`src/rtl/vga_timing_pkg.sv`:
```
// Shared constants and helpers for the raster timing generator.
// Default timing is 640x480@60 with active-low syncs.
package vga_timing_pkg;

  localparam int DEF_H_VA = 640;
  localparam int DEF_H_FP = 16;
  localparam int DEF_H_SP = 96;
  localparam int DEF_H_BP = 48;
  localparam int DEF_V_VA = 480;
  localparam int DEF_V_FP = 10;
  localparam int DEF_V_SP = 2;
  localparam int DEF_V_BP = 33;

  localparam bit POL_ACTIVE_LOW  = 1'b0;
  localparam bit POL_ACTIVE_HIGH = 1'b1;

  function automatic int frame_total(int va, int fp, int sp, int bp);
    return va + fp + sp + bp;
  endfunction

  // Counter width able to hold 0..n-1.
  function automatic int cnt_width(int n);
    return (n < 2) ? 1 : $clog2(n);
  endfunction

endpackage

```
`src/rtl/vga_timing_cnt.sv`:
```
// Modulo-N counter: advances on inc_i, wraps N-1 -> 0.
// wrap_o is high in the cycle where an increment takes the count back to zero.
module vga_timing_cnt
  import vga_timing_pkg::*;
#(
  parameter int N = 4,
  parameter int W = cnt_width(N)
) (
  input  logic         clk,
  input  logic         reset_i,
  input  logic         inc_i,
  output logic [W-1:0] cnt_o,
  output logic         wrap_o
);

  localparam logic [W-1:0] LAST = W'(N - 1);

  logic [W-1:0] cnt_q, cnt_d;

  always_comb begin
    wrap_o = inc_i && (cnt_q == LAST);
    cnt_d  = cnt_q;
    if (inc_i) begin
      cnt_d = wrap_o ? '0 : cnt_q + W'(1);
    end
  end

  always_ff @(posedge clk) begin
    if (reset_i) begin
      cnt_q <= '0;
    end else begin
      cnt_q <= cnt_d;
    end
  end

  assign cnt_o = cnt_q;

endmodule

```
`src/rtl/vga_timing_gen.sv`:
```
// Parametrised raster timing generator with registered sync/enable/position outputs.
// Define VGA_TIMING_FRAME_CNT_EN to add the frame_cnt completed-frame counter port.
module vga_timing_gen
  import vga_timing_pkg::*;
#(
  parameter int H_VA    = DEF_H_VA,
  parameter int H_FP    = DEF_H_FP,
  parameter int H_SP    = DEF_H_SP,
  parameter int H_BP    = DEF_H_BP,
  parameter int V_VA    = DEF_V_VA,
  parameter int V_FP    = DEF_V_FP,
  parameter int V_SP    = DEF_V_SP,
  parameter int V_BP    = DEF_V_BP,
  parameter bit HS_POL  = POL_ACTIVE_LOW,
  parameter bit VS_POL  = POL_ACTIVE_LOW,
  parameter int FRAME_W = 8,
  localparam int H_TOTAL = frame_total(H_VA, H_FP, H_SP, H_BP),
  localparam int V_TOTAL = frame_total(V_VA, V_FP, V_SP, V_BP),
  localparam int HCW     = cnt_width(H_TOTAL),
  localparam int VCW     = cnt_width(V_TOTAL)
) (
  input  logic               clk,
  input  logic               reset,
  input  logic               en,
  output logic               hsync,
  output logic               vsync,
  output logic               de,
  output logic [HCW-1:0]     pix_x,
  output logic [VCW-1:0]     pix_y,
  output logic               line_start,
  output logic               frame_start
`ifdef VGA_TIMING_FRAME_CNT_EN
  ,
  output logic [FRAME_W-1:0] frame_cnt
`endif
);

  if (H_VA < 1 || H_FP < 1 || H_SP < 1 || H_BP < 1 ||
      V_VA < 1 || V_FP < 1 || V_SP < 1 || V_BP < 1 || FRAME_W < 1) begin : g_bad_params
    $error("vga_timing_gen: all timing parameters and FRAME_W must be >= 1");
  end

  // Region boundaries sized to the counters; all are strictly below the totals.
  localparam logic [HCW-1:0] H_VIS_END = HCW'(H_VA);
  localparam logic [HCW-1:0] H_SYNC_LO = HCW'(H_VA + H_FP);
  localparam logic [HCW-1:0] H_SYNC_HI = HCW'(H_VA + H_FP + H_SP);
  localparam logic [VCW-1:0] V_VIS_END = VCW'(V_VA);
  localparam logic [VCW-1:0] V_SYNC_LO = VCW'(V_VA + V_FP);
  localparam logic [VCW-1:0] V_SYNC_HI = VCW'(V_VA + V_FP + V_SP);

  logic [HCW-1:0] h_cnt;
  logic [VCW-1:0] v_cnt;
  logic           h_wrap, v_wrap;

  vga_timing_cnt #(.N(H_TOTAL), .W(HCW)) u_h_cnt (
    .clk     (clk),
    .reset_i (reset),
    .inc_i   (en),
    .cnt_o   (h_cnt),
    .wrap_o  (h_wrap)
  );

  vga_timing_cnt #(.N(V_TOTAL), .W(VCW)) u_v_cnt (
    .clk     (clk),
    .reset_i (reset),
    .inc_i   (h_wrap),
    .cnt_o   (v_cnt),
    .wrap_o  (v_wrap)
  );

  logic de_d, hsync_d, vsync_d, line_start_d, frame_start_d;
  logic de_q, hsync_q, vsync_q, line_start_q, frame_start_q;
  logic [HCW-1:0] pix_x_q;
  logic [VCW-1:0] pix_y_q;

  always_comb begin
    de_d          = (h_cnt < H_VIS_END) && (v_cnt < V_VIS_END);
    hsync_d       = ((h_cnt >= H_SYNC_LO) && (h_cnt < H_SYNC_HI)) ? HS_POL : !HS_POL;
    vsync_d       = ((v_cnt >= V_SYNC_LO) && (v_cnt < V_SYNC_HI)) ? VS_POL : !VS_POL;
    line_start_d  = (h_cnt == '0);
    frame_start_d = (h_cnt == '0) && (v_cnt == '0);
  end

  // Strobes drop every cycle; levels only move on a pixel tick.
  always_ff @(posedge clk) begin
    if (reset) begin
      de_q          <= 1'b0;
      hsync_q       <= !HS_POL;
      vsync_q       <= !VS_POL;
      pix_x_q       <= '0;
      pix_y_q       <= '0;
      line_start_q  <= 1'b0;
      frame_start_q <= 1'b0;
    end else begin
      line_start_q  <= 1'b0;
      frame_start_q <= 1'b0;
      if (en) begin
        de_q          <= de_d;
        hsync_q       <= hsync_d;
        vsync_q       <= vsync_d;
        pix_x_q       <= h_cnt;
        pix_y_q       <= v_cnt;
        line_start_q  <= line_start_d;
        frame_start_q <= frame_start_d;
      end
    end
  end

  assign de          = de_q;
  assign hsync       = hsync_q;
  assign vsync       = vsync_q;
  assign pix_x       = pix_x_q;
  assign pix_y       = pix_y_q;
  assign line_start  = line_start_q;
  assign frame_start = frame_start_q;

`ifdef VGA_TIMING_FRAME_CNT_EN
  logic [FRAME_W-1:0] frame_cnt_q;

  always_ff @(posedge clk) begin
    if (reset) begin
      frame_cnt_q <= '0;
    end else if (v_wrap) begin
      frame_cnt_q <= frame_cnt_q + FRAME_W'(1);
    end
  end

  assign frame_cnt = frame_cnt_q;
`else
  logic unused_v_wrap;
  assign unused_v_wrap = v_wrap;
`endif

endmodule
```
`config.mk`:
```
export PLATFORM = sky130hd
export DESIGN_NAME = vga_timing_gen
export DESIGN_NICKNAME = d
export VERILOG_FILES = /design/src/rtl/vga_timing_pkg.sv /design/src/rtl/vga_timing_cnt.sv /design/src/rtl/vga_timing_gen.sv
export SDC_FILE = /design/constraint.sdc
export NUM_CORES = 1
export LEC_CHECK = 0
export ABC_AREA = 1
export CAP_MARGIN = 30
export CORE_MARGIN = 2
export CORE_UTILIZATION = 50
export DETAILED_ROUTE_END_ITERATION = 10
export DONT_BUFFER_PORTS = 1
export HOLD_SLACK_MARGIN = 0.02
export PLACE_DENSITY = 0.75
export SLEW_MARGIN = 20
export SYNTH_ARGS = -nofsm -noshare
export SYNTH_HDL_FRONTEND = slang
export SYNTH_HIERARCHICAL = 1
export SYNTH_SLANG_ARGS = --single-unit
```
`constraint.sdc`:
```
create_clock -name clk -period 2.1 [get_ports clk]
set_input_delay 0.315 -clock clk [delete_from_list [all_inputs] [get_ports clk]]
set_output_delay 0.315 -clock clk [all_outputs]
set_load 0.005 [all_outputs]
```
After elaboration in Yosys (flattened, before gate mapping)
Cells that the tools add are included.
{ "totals": {"ff_bits": 45, "input_bits": 3, "output_inout_bits": 25, "wordCells": 33} }
{ "op_classes": {"addsub": 2, "magnitude_cmp": 6, "eq_ne": 2, "mux": 4, "bitwise": 1, "n_reduce_logical": 9} }
{ "op_table": {"columns": ["cell", "n"], "rows": [
  ["adder 10 x 1 -> 10 bit, second input constant", 2],
  ["equality test 10 bit, second input constant", 2],
  ["logical NOT 10 bit", 2],
  ["< comparator 10 bit, second input constant", 2],
  ["< comparator 10 x 9 -> 1 bit, second input constant", 2],
  ["2-to-1 mux 10 bit", 2],
  ["greater-or-equal comparator 10 bit, second input constant", 1],
  ["greater-or-equal comparator 10 x 9 -> 1 bit, second input constant", 1],
  ["logical AND 1 bit", 6],
  ["2-to-1 mux 1 bit", 2],
  ["OR reduction 2 bit", 1],
  ["inverter 1 bit", 1]
]} }

Depth between registers and ports, before layout
{ "depth": {"word_depth": 4, "mapped_depth": 12, "ltp_nobuf": 12} }

By module
Netlist, hierarchy kept.
{ "modules_own_cells": {"columns": ["mod", "instances", "cells_each", "area_per_inst_um2"], "rows": [
  ["vga_timing_gen", 1, 135, 1037.2],
  ["vga_timing_cnt (u_v_cnt)", 1, 76, 540.5],
  ["vga_timing_cnt (u_h_cnt)", 1, 72, 531.8]
]} }

Worst setup path before layout
OpenSTA, ideal clock, no wires.
{ "synth_path": {"path_kind": "reg-to-reg", "startpoint": "register u_h_cnt.cnt_q[0], in the netlist u_h_cnt/cnt_o[0]", "endpoint": "register u_v_cnt.cnt_q[7], in the netlist u_v_cnt/cnt_o[7]", "setup_ns": 0.117, "arrival_ns": 1.421, "slack_ns": 0.562, "stages_incl_launch_ff": 11, "period_less_slack_ns": 1.538, "cell_sequence": "dfxtp_1 -> ha_1 -> nand2_1 -> nor2_4 -> inv_2 -> nor2_4 -> nand2_1 -> nor2_4 -> nand3_2 -> o21ai_1 -> nor2_1"} }
{ "synth_via": {"elab_chain_len": 4} }
{ "synth_rtl": {"columns": ["element", "line", "text"], "rows": [
  ["from (decl)", "vga_timing_cnt.sv:18", "logic [W-1:0] cnt_q, cnt_d;"],
  ["from (signal assigned)", "vga_timing_cnt.sv:32", "cnt_q <= cnt_d;"],
  ["equality test 10 bit (*)", "vga_timing_cnt.sv:21", "wrap_o = inc_i && (cnt_q == LAST);"],
  ["logical AND 1 bit (*)", "vga_timing_cnt.sv:21", null],
  ["named net h_wrap", "vga_timing_gen.sv:53", "logic h_wrap, v_wrap;"],
  ["logical AND 1 bit", "vga_timing_cnt.sv:21", null],
  ["2-to-1 mux 10 bit", "vga_timing_cnt.sv:24", "cnt_d = wrap_o ? '0 : cnt_q + W'(1);"],
  ["to (signal assigned)", "vga_timing_cnt.sv:32", null],
  ["to (decl)", "vga_timing_cnt.sv:18", null]
]} }
The timed path passes the listed nets; every way through them passes the cells marked *.
A chain may end at the register's enable or synchronous reset.

Final worst setup path
{ "layout_path": {"startpoint": "register u_h_cnt.cnt_q[0], in the netlist u_h_cnt/cnt_o[0]", "endpoint": "register u_v_cnt.cnt_q[1], in the netlist u_v_cnt/cnt_o[1]"} }
Same word-level chain as after synthesis.

==> flow_metrics.py <==
metrics = {
    "timing": {
        "fmax_ghz": 0.578,
        "final_max_slew_viol_count": 0,
        "timing.final.ws_setup_ps": 369,
        "finalSetupTns_ps": 0,
        "fin_crit_sh_pct": 82.4,
        "hold_ws_ps": 78.1,
        "rsz0062_at_grt": "no",
        "fin_crit_ps": 1730,
        "finalSetupViolations": 0,
        "relSlewSlack_pct": 79.0,
        "worstMarginPinSlew_ps": 315,
        "hold_viol_final": 0,
        "skew_ps": 5.04,
    },
    "status": {
        "outcome": "finished clean",
    },
    "synth": {
        "ys_ff_latch": 45,
        "synth_top_family_by_area": "simple AND/OR/NAND/NOR gates",
        "synth.distinct_cells": 30,
        "ys_warn_count": 6,
        "synthMuxAreaShare_pct": 0,
        "synth_compound_area_share_pct": 12.5,
        "yosysSeqAreaShare_pct": 42.7,
        "synthAdderAreaFrac_pct": 1.78,
        "synthArstFlopShare_pct": 0,
        "syn_area_mm2": 0.00211,
        "synthCells": 283,
        "synth_edf_count": 0,
        "synth-xor-area-share_pct": 2.91,
        "syn-num-nets": 289,
        "synth-main-ff-cell": "dfxtp_1",
        "synthSimpleGateAreaFrac_pct": 30.0,
        "syn_area_per_cell_um2": 7.45,
    },
    "hold_path": {
        "hp-class": "primary input to flop",
        "worstHoldStart": "reset",
    },
    "routing": {
        "wl_met3_um": 223,
        "vias": 1672,
        "drcViolationCount": 0,
        "wl_met2_um": 1720,
        "met1_length_um": 1910,
        "dr.pass1.iters": 4,
        "avgViaCountPerCell": 5.01,
        "wl_per_cell_um": 11.7,
        "wirelength_um": 3910,
        "first_iter_violations": 175,
        "maxUsedRoutingLayer": "met4",
        "detail-route-antenna-nets": 0,
    },
    "die": {
        "die_area_mm2": 0.00475,
        "die_h_um": 69.0,
        "num_rows": 23,
        "ios": 28,
        "core-area_mm2": 0.00403,
        "die_x_um": 69.0,
        "start_util_pct": 52.4,
    },
    "critical_path": {
        "cp-end-kind": "flop",
        "cp_data_arrival_time_ps": 1910,
        "crit_type": "flop to flop",
        "crit_fanout": 7,
        "r2r_start": "u_h_cnt/cnt_o[0]",
        "critPathLaunchType": "flop",
        "crit_start": "u_h_cnt/cnt_o[0]",
        "crit_required_ps": 2280,
    },
    "clock_tree": {
        "cts_buffer_depth": 2,
        "cts-root-buf": "clkbuf_8",
        "clock_latency_ps": 290,
        "cts_sinks": 45,
        "numCtsBuffers": 5,
        "cts_resized": 0,
        "clkTransAtPathRegs_ps": 90,
        "cts.htree.levels": 2,
        "cts_tree": "done",
        "post_cts_buffers": 0,
        "ctsHoldBuffers": 0,
    },
    "placed_design": {
        "hpwl_um": 2800,
        "io_buffers": 0,
        "gp_congestion": 0.886,
        "dp_slack_ps": 391,
    },
    "global_routing": {
        "grt_first_pass_wirelength_um": 6360,
        "overflow": 0,
        "first_global_vias": 1438,
        "antenna_found_initial": 0,
        "grt_usage_pct": 18.2,
        "grt_start_max_net_pins": 44,
    },
    "final_layout": {
        "layout.nets": 289,
        "n_antenna_cell": 0,
        "final_core_util_pct": 54.4,
        "syn_to_final_growth_pct": 3.97,
        "drive_above_1_share_pct": 11.3,
    },
    "power_and_ir_drop": {
        "powerDensity_mw_per_mm2": 682,
        "ir_drop_v": 0.000265,
        "p_leak_nw": 0.941,
    },
    "flow_run": {
        "cap_violations": 0,
    },
}
[routing by layer]
layer,track usage [%],vias to the layer above
li1,-,888
met1,23.0,741
met2,29.8,36
met3,4.87,7
met4,6.62,0
met5,0,-
[power by group]
group / total [W] / internal [W] / switching, W
combinational: 0.0000636 / 0.0000251 / 0.0000385
clock: 0.000534 / 0.000236 / 0.000298
sequential: 0.000898 / 0.000879 / 0.0000186
total: 0.00150 / 0.00114 / 0.000355
[registers in the layout (all words and copies together), names as in the netlist]
| name | count |
|---|---|
| pix_y | 10 |
| pix_x | 10 |
| vsync | 1 |
| frame_start | 1 |
| de | 1 |
| u_v_cnt/cnt_o | 10 |
| line_start | 1 |
| hsync | 1 |
| u_h_cnt/cnt_o | 10 |
[worst paths after layout]
check | to | slack (ps) | depth (start not counted)
setup / recovery | u_v_cnt/cnt_o[1] | 370 | 10
hold reg to reg | pix_x[7] | 480 | 1
setup reg to reg | u_v_cnt/cnt_o[1] | 370 | 10
hold / removal | de | 80 | 1
[logic make-up after synthesis]
family	after synthesis
xor+xnor	7
simple gates	136
buf+inv	46
compound gates	46
flops	45
fa+ha+maj	3
[synthesized netlist by cell type, types with 2 or more instances]
cell | count | area [um^2]
o21ai_1 | 9 | 45.0
nand3_2 | 3 | 30.0
nand2_1 | 45 | 169
o21ai_0 | 14 | 70.1
nor2_2 | 4 | 25.0
a21oi_1 | 13 | 65.1
nand4_1 | 4 | 25.0
nand3_1 | 15 | 75.1
nand2_2 | 4 | 25.0
xnor2_1 | 3 | 26.3
dfxtp_1 | 45 | 901
nor2_4 | 6 | 67.6
xor2_1 | 4 | 35.0
inv_2 | 3 | 11.3
nor2_1 | 51 | 191
o21ai_2 | 3 | 26.3
or2_0 | 2 | 12.5
inv_1 | 36 | 135
a211oi_1 | 2 | 15.0
ha_1 | 3 | 37.5
buf_6 | 5 | 56.3
[per-stage QoR]
stage          power [W]  area, um^2  instances
2_1_floorplan   0.000987        2110        283
3_3_place_gp    0.000981        2100        326
3_5_place_dp    0.000983        2100        326
4_1_cts          0.00151        2190        334
5_1_grt          0.00156        2190        334
6_report         0.00150        2190        334
[worst max-delay path, stage by stage (launching register included)]
cell,delay [ps]
dfxtp_1,400
ha_1,200
nand2_1,110
nor2_4,120
inv_2,60
nor2_4,190
nand2_1,70
inv_1,50
nand3_1,90
o21ai_2,220
o21ai_0,110
[layout make-up]
| cell class | instances | area [um^2] |
|---|---|---|
| clock buffer | 5 | 68.8 |
| tap | 50 | 62.6 |
| sequential | 45 | 901 |
| clock inverter | 3 | 21.3 |
| multi-input combinational | 192 | 993 |
| inverter | 39 | 146 |
| fill | 399 | 1840 |
[layout by cell type, fill, tap and decap left out, types with 3 or more instances in the layout]
| master | n |
|---|---|
| a21oi_1 | 13 |
| clkbuf_8 | 5 |
| dfxtp_1 | 45 |
| ha_1 | 3 |
| inv_1 | 36 |
| inv_2 | 3 |
| nand2_1 | 45 |
| nand2_2 | 4 |
| nand3_1 | 15 |
| nand3_2 | 3 |
| nand4_1 | 4 |
| nor2_1 | 51 |
| nor2_2 | 4 |
| nor2_4 | 6 |
| o21ai_0 | 14 |
| o21ai_1 | 9 |
| o21ai_2 | 3 |
| xnor2_1 | 3 |
| xor2_1 | 4 |
(Power assumes the default switching activity.)
